===== src/rtl/tvla_capture_sequencer.sv =====
// rtl/tvla_capture_sequencer.sv - fixed-vs-random TVLA capture campaign sequencer
// Drives scope trigger, AES start/class select and campaign status pins.
module tvla_capture_sequencer #(
  parameter int unsigned NUM_TRACES   = 10000,
  parameter int unsigned GAP_CYCLES   = 1000,
  parameter int unsigned TRIG_PRE     = 2,
  parameter int unsigned WAIT_TIMEOUT = 4096,
  parameter logic [15:0] LFSR_SEED    = 16'hACE1
) (
  input  logic        CLK,
  input  logic        RST,
  input  logic        enable,
  input  logic        aes_ready,
  input  logic        aes_done,
  output logic        aes_start,
  output logic        aes_fix_sel,
  output logic        trigger_pin,
  output logic        output_fix,
  output logic        done_signal,
  output logic        error,
  output logic [19:0] trace_count
);

  localparam logic [2:0] S_IDLE  = 3'd0;
  localparam logic [2:0] S_ARM   = 3'd1;
  localparam logic [2:0] S_START = 3'd2;
  localparam logic [2:0] S_WAIT  = 3'd3;
  localparam logic [2:0] S_POST  = 3'd4;
  localparam logic [2:0] S_GAP   = 3'd5;
  localparam logic [2:0] S_DONE  = 3'd6;

  logic [2:0]  state_q, state_d;
  logic [31:0] cnt_q, cnt_d;
  logic [15:0] lfsr_q, lfsr_d;
  logic        abort_q, abort_d;
  logic        start_q, start_d;
  logic        fix_q, fix_d;
  logic        trig_q, trig_d;
  logic        done_q, done_d;
  logic        err_q, err_d;
  logic [19:0] count_q, count_d;
  logic [31:0] count_ext;

  assign count_ext = {12'd0, count_q};

  always_comb begin
    state_d = state_q;
    cnt_d   = cnt_q;
    lfsr_d  = lfsr_q;
    abort_d = abort_q;
    start_d = 1'b0;
    fix_d   = fix_q;
    trig_d  = trig_q;
    done_d  = done_q;
    err_d   = err_q;
    count_d = count_q;
    case (state_q)
      S_IDLE: begin
        if (enable && !done_q && !err_q) begin
          state_d = S_ARM;
          cnt_d   = 32'd0;
          trig_d  = 1'b1;
        end
      end
      S_ARM: begin
        if (!enable) begin
          state_d = S_IDLE;
          trig_d  = 1'b0;
        end else if (cnt_q == TRIG_PRE - 1) begin
          state_d = S_START;
        end else begin
          cnt_d = cnt_q + 32'd1;
        end
      end
      S_START: begin
        if (!enable) begin
          state_d = S_IDLE;
          trig_d  = 1'b0;
        end else if (aes_ready) begin
          // Class is taken from the LFSR before it advances, once per trace.
          state_d = S_WAIT;
          cnt_d   = 32'd0;
          start_d = 1'b1;
          fix_d   = lfsr_q[0];
          lfsr_d  = {lfsr_q[0] ^ lfsr_q[2] ^ lfsr_q[3] ^ lfsr_q[5], lfsr_q[15:1]};
          abort_d = 1'b0;
        end
      end
      S_WAIT: begin
        if (!enable) begin
          abort_d = 1'b1;
        end
        if (aes_done) begin
          state_d = S_POST;
        end else if (cnt_q == WAIT_TIMEOUT - 1) begin
          state_d = S_DONE;
          err_d   = 1'b1;
          trig_d  = 1'b0;
        end else begin
          cnt_d = cnt_q + 32'd1;
        end
      end
      S_POST: begin
        trig_d = 1'b0;
        if (count_ext < NUM_TRACES) begin
          count_d = count_q + 20'd1;
        end
        if (count_ext + 32'd1 >= NUM_TRACES) begin
          state_d = S_DONE;
          done_d  = 1'b1;
        end else if (abort_q || !enable) begin
          state_d = S_IDLE;
        end else begin
          state_d = S_GAP;
          cnt_d   = 32'd0;
        end
      end
      S_GAP: begin
        if (!enable) begin
          state_d = S_IDLE;
        end else if (cnt_q == GAP_CYCLES - 1) begin
          state_d = S_ARM;
          cnt_d   = 32'd0;
          trig_d  = 1'b1;
        end else begin
          cnt_d = cnt_q + 32'd1;
        end
      end
      S_DONE: begin
        trig_d = 1'b0;
      end
      default: begin
        state_d = S_IDLE;
        trig_d  = 1'b0;
      end
    endcase
  end

  always_ff @(posedge CLK) begin
    if (RST) begin
      state_q <= S_IDLE;
      cnt_q   <= 32'd0;
      lfsr_q  <= LFSR_SEED;
      abort_q <= 1'b0;
      start_q <= 1'b0;
      fix_q   <= 1'b0;
      trig_q  <= 1'b0;
      done_q  <= 1'b0;
      err_q   <= 1'b0;
      count_q <= 20'd0;
    end else begin
      state_q <= state_d;
      cnt_q   <= cnt_d;
      lfsr_q  <= lfsr_d;
      abort_q <= abort_d;
      start_q <= start_d;
      fix_q   <= fix_d;
      trig_q  <= trig_d;
      done_q  <= done_d;
      err_q   <= err_d;
      count_q <= count_d;
    end
  end

  assign aes_start   = start_q;
  assign aes_fix_sel = fix_q;
  assign output_fix  = fix_q;
  assign trigger_pin = trig_q;
  assign done_signal = done_q;
  assign error       = err_q;
  assign trace_count = count_q;

endmodule


===== config.mk =====
export PLATFORM = sky130hd
export DESIGN_NAME = tvla_capture_sequencer
export DESIGN_NICKNAME = d
export VERILOG_FILES = /design/src/rtl/tvla_capture_sequencer.sv
export SDC_FILE = /design/constraint.sdc
export NUM_CORES = 1
export LEC_CHECK = 0
export ABC_AREA = 1
export BUFFER_PORTS_ARGS = -buffer_cell sky130_fd_sc_hd__buf_2
export CAP_MARGIN = 20
export CELL_PAD_IN_SITES_DETAIL_PLACEMENT = 2
export CELL_PAD_IN_SITES_GLOBAL_PLACEMENT = 2
export CORE_MARGIN = 10
export CORE_UTILIZATION = 33
export DETAILED_ROUTE_END_ITERATION = 12
export PLACE_DENSITY_LB_ADDON = 0.1
export SLEW_MARGIN = 20
export SYNTH_ARGS = -nofsm -noshare
export SYNTH_HDL_FRONTEND = slang
export SYNTH_SLANG_ARGS = --single-unit

===== constraint.sdc =====
create_clock -name CLK -period 3 [get_ports CLK]
set_input_delay 0.6 -clock CLK [delete_from_list [all_inputs] [get_ports CLK]]
set_output_delay 0.6 -clock CLK [all_outputs]
set_load 0.02 [all_outputs]

==> results.cfg <==
[status]
outcome = finished clean

[setup_path]
cp-end-kind = flip-flop
cp-start-kind = flip-flop
crit_family = simple AND/OR/NAND/NOR gates
cp_data_required_time_ns = 3.24
criticalPathCategory = reg -> reg
critPathMostFrequentCell = nand3_1
path_cells = ha_1 > nand3_1 > nor2_1 > nand3_1 > nand2_1 > nand2_1 > inv_1 > nand3_1 > nor2_1 > nand3_2 > nand2_8 > buf_12 > nand3_1 > nand2_1 > nor2_1
r2r_cells = 15
cpPeakStageDelay_ns = 0.42
cp_slowest_cell = dfxtp_1
path_depth = 15
crit_fanout = 27
cp_data_arrival_time_ns = 2.89
critPathBufInv = 2

[synthesis]
syn_inst = 824
synth_largest_area_cell = dfxtp_1
avgSynthCellArea_sq_um = 6.078
yosys-top-cells-area = dfxtp_1, nand2_1, nor2_1, nand3_1, inv_1
synth_edf_count = 0
yosysMostFrequentCell = nand2_1
synth_top_cell_area_share_pct = 30.78
syn-num-nets = 833
synth_cell_types = 41
ys_ff_latch = 77
synthFlopType = dfxtp_1
syn_area_sq_um = 5009
synth_common_cells = nand2_1, nor2_1, nand3_1, inv_1, dfxtp_1
async_flop_share_pct = 0
yosysWarnings = 0
seq_area_frac_synth_pct = 30.78

[layout]
area_delta_synth_final_pct = 13.39
diodes = 0
final_nets = 856
final_layout_size_suffix_gt1_share_pct = 11.03

[timing]
relSlewSlack_pct = 53.02
setup_viol = 0
grt_setup_unrepaired = no
fin_hold_ws_ns = 0.4559
period_share_pct = 88.36
post-route-min-period_ns = 2.651
hold_viol = 0
fmax_mhz = 377.3
finalSetupTns_ns = 0
slew_violations = 0
worst_slew_pin_slew_ns = 0.6982
finClkSkew_ns = 0.01205

[clock_tree]
clockBufferDepth = 2
cts-hold-fix-buffers = 0
cts_tree = yes
numCtsBuffers = 9
path_clk_slew_ns = 0.08
cts_max_level = 3
root_buffer = clkbuf_16
clk_latency_ns = 0.36
cts_sinks = 77

[flow_run]
max_cap_violations = 0

[hold_path]
hold_path.class = reg -> reg
whs_path_depth = 2

[die]
initial_core_util_pct = 34.07
core_area_sq_um = 14700
pin_count = 31
die_w_microns = 143.2
rows = 44
dieArea_sq_um = 20500
die_y_microns = 143.2

[drt]
avgViaCountPerCell = 5.351
ant_nets = 0
first_pass_iters = 4
num_vias = 5544
drc = 0
wl_per_cell_microns = 17.61
totalWireLength_microns = 18240
drt-initial-drc-count = 195

[grt]
grt_max_degree = 51
antenna_found_initial = 0
gr-usage-all-layers_pct = 18.34
globalRouteOverflowTotal = 0
grt_first_pass_wirelength_microns = 30470
grt_pass1_vias = 5827

[place]
gp_congestion = 0.8454
dp_hpwl_microns = 13720
port_buffers = 30

[power_and_ir_drop]
leakage_nw = 2.516
powerDensity_nw_per_um2 = 979.5
ir_drop_mv = 1.039
final cells by class:
| type | count | area [sq um] |
|---|---|---|
| Timing Repair Buffer | 41 | 257.7 |
| Multi-Input combinational cell | 625 | 2992 |
| Sequential cell | 77 | 1541 |
| Clock buffer | 9 | 225.2 |
| Clock inverter | 7 | 83.83 |
| Fill cell | 1847 | 9020 |
| Inverter | 93 | 349.1 |
| Tap cell | 184 | 230.2 |
metrics by stage:
| stage | std cells | total power (W) | setup WS [ns] | utilization [%] | area [sq um] |
|---|---|---|---|---|---|
| floorplan | 824 | 0.003636 | 0.7519 | - | 5009 |
| global placement | 1020 | 0.004250 | 0.4409 | 36.44 | 5356 |
| detailed placement | 1020 | 0.004418 | 0.2581 | 36.44 | 5356 |
| CTS | 1036 | 0.005619 | 0.2105 | 38.54 | 5665 |
| global route | 1036 | 0.006093 | 0.05169 | 38.64 | 5679 |
| finish | 1036 | 0.005563 | 0.3493 | 38.64 | 5679 |
per-layer routing:
metal / wire length (microns) / vias to the layer above / global-route usage, %
met5: 0 / - / 0
met4: 190 / 0 / 4.289
met3: 583 / 16 / 3.449
met2: 8738 / 60 / 31.01
met1: 8728 / 2754 / 23.51
li1: - / 2714 / -
logic make-up after synthesis:
group,synth area share [%]
and+or+nand+nor,47.54
buffers and inverters,9.892
DFF,30.78
xor gates and xnor gates,1.224
adders and majority gates,0.9993
AOI/OAI and AO/OA,9.568
cell usage in the layout (no fill, tap or decap), drive strengths merged:
cell	Yosys	routed
nand3b	1	1
or2	4	4
and3	1	1
nand4	30	30
o22ai	2	2
a31oi	1	1
clkinv	2	4
o31ai	1	1
o21a	1	1
nand2	226	226
nor3	21	21
nand3	97	97
buf	14	41
o311ai	1	1
clkbuf	15	9
xnor2	2	2
xor2	5	5
inv	91	96
nor2	140	140
o21bai	2	2
o21ai	39	39
o211ai	1	1
a21oi	37	37
dfxtp	77	77
or3	1	1
nor4	8	8
ha	4	4
what timing repair did:
action / 4_1_cts / 5_1_grt
endpoints found under the setup margin: 0 / 25
buffers inserted: 0 / 0
resized for setup: 0 / 2
worst register-to-register path, cell delays in order (launching register included):
cell and delay [ns]:
dfxtp_1 0.42, ha_1 0.27, nand3_1 0.22, nor2_1 0.28
nand3_1 0.11, nand2_1 0.07, nand2_1 0.05, inv_1 0.07
nand3_1 0.08, nor2_1 0.14, nand3_2 0.16, nand2_8 0.21
buf_12 0.21, nand3_1 0.11, nand2_1 0.08, nor2_1 0.05
report_power, final:
part | switching [W] | internal, W
Combinational | 0.00170 | 0.000872
Clock | 0.000556 | 0.000599
Sequential | 0.000485 | 0.00135
Total | 0.00274 | 0.00282
final timing paths:
path,slack [ns],end,start
setup reg to reg,0.35,cnt_q[11],trace_count[1]
hold reg to reg,0.46,trigger_pin,trigger_pin
setup / recovery,0.35,cnt_q[11],trace_count[1]
hold / removal,0.46,trigger_pin,trigger_pin
sequential cells by signal (all words and copies together), names as in the netlist:
register     flops
aes_fix_sel      1
aes_start        1
lfsr_q          16
error            1
abort_q          1
state_q          3
trigger_pin      1
trace_count     20
done_signal      1
cnt_q           32
(Power assumes the default switching activity.)
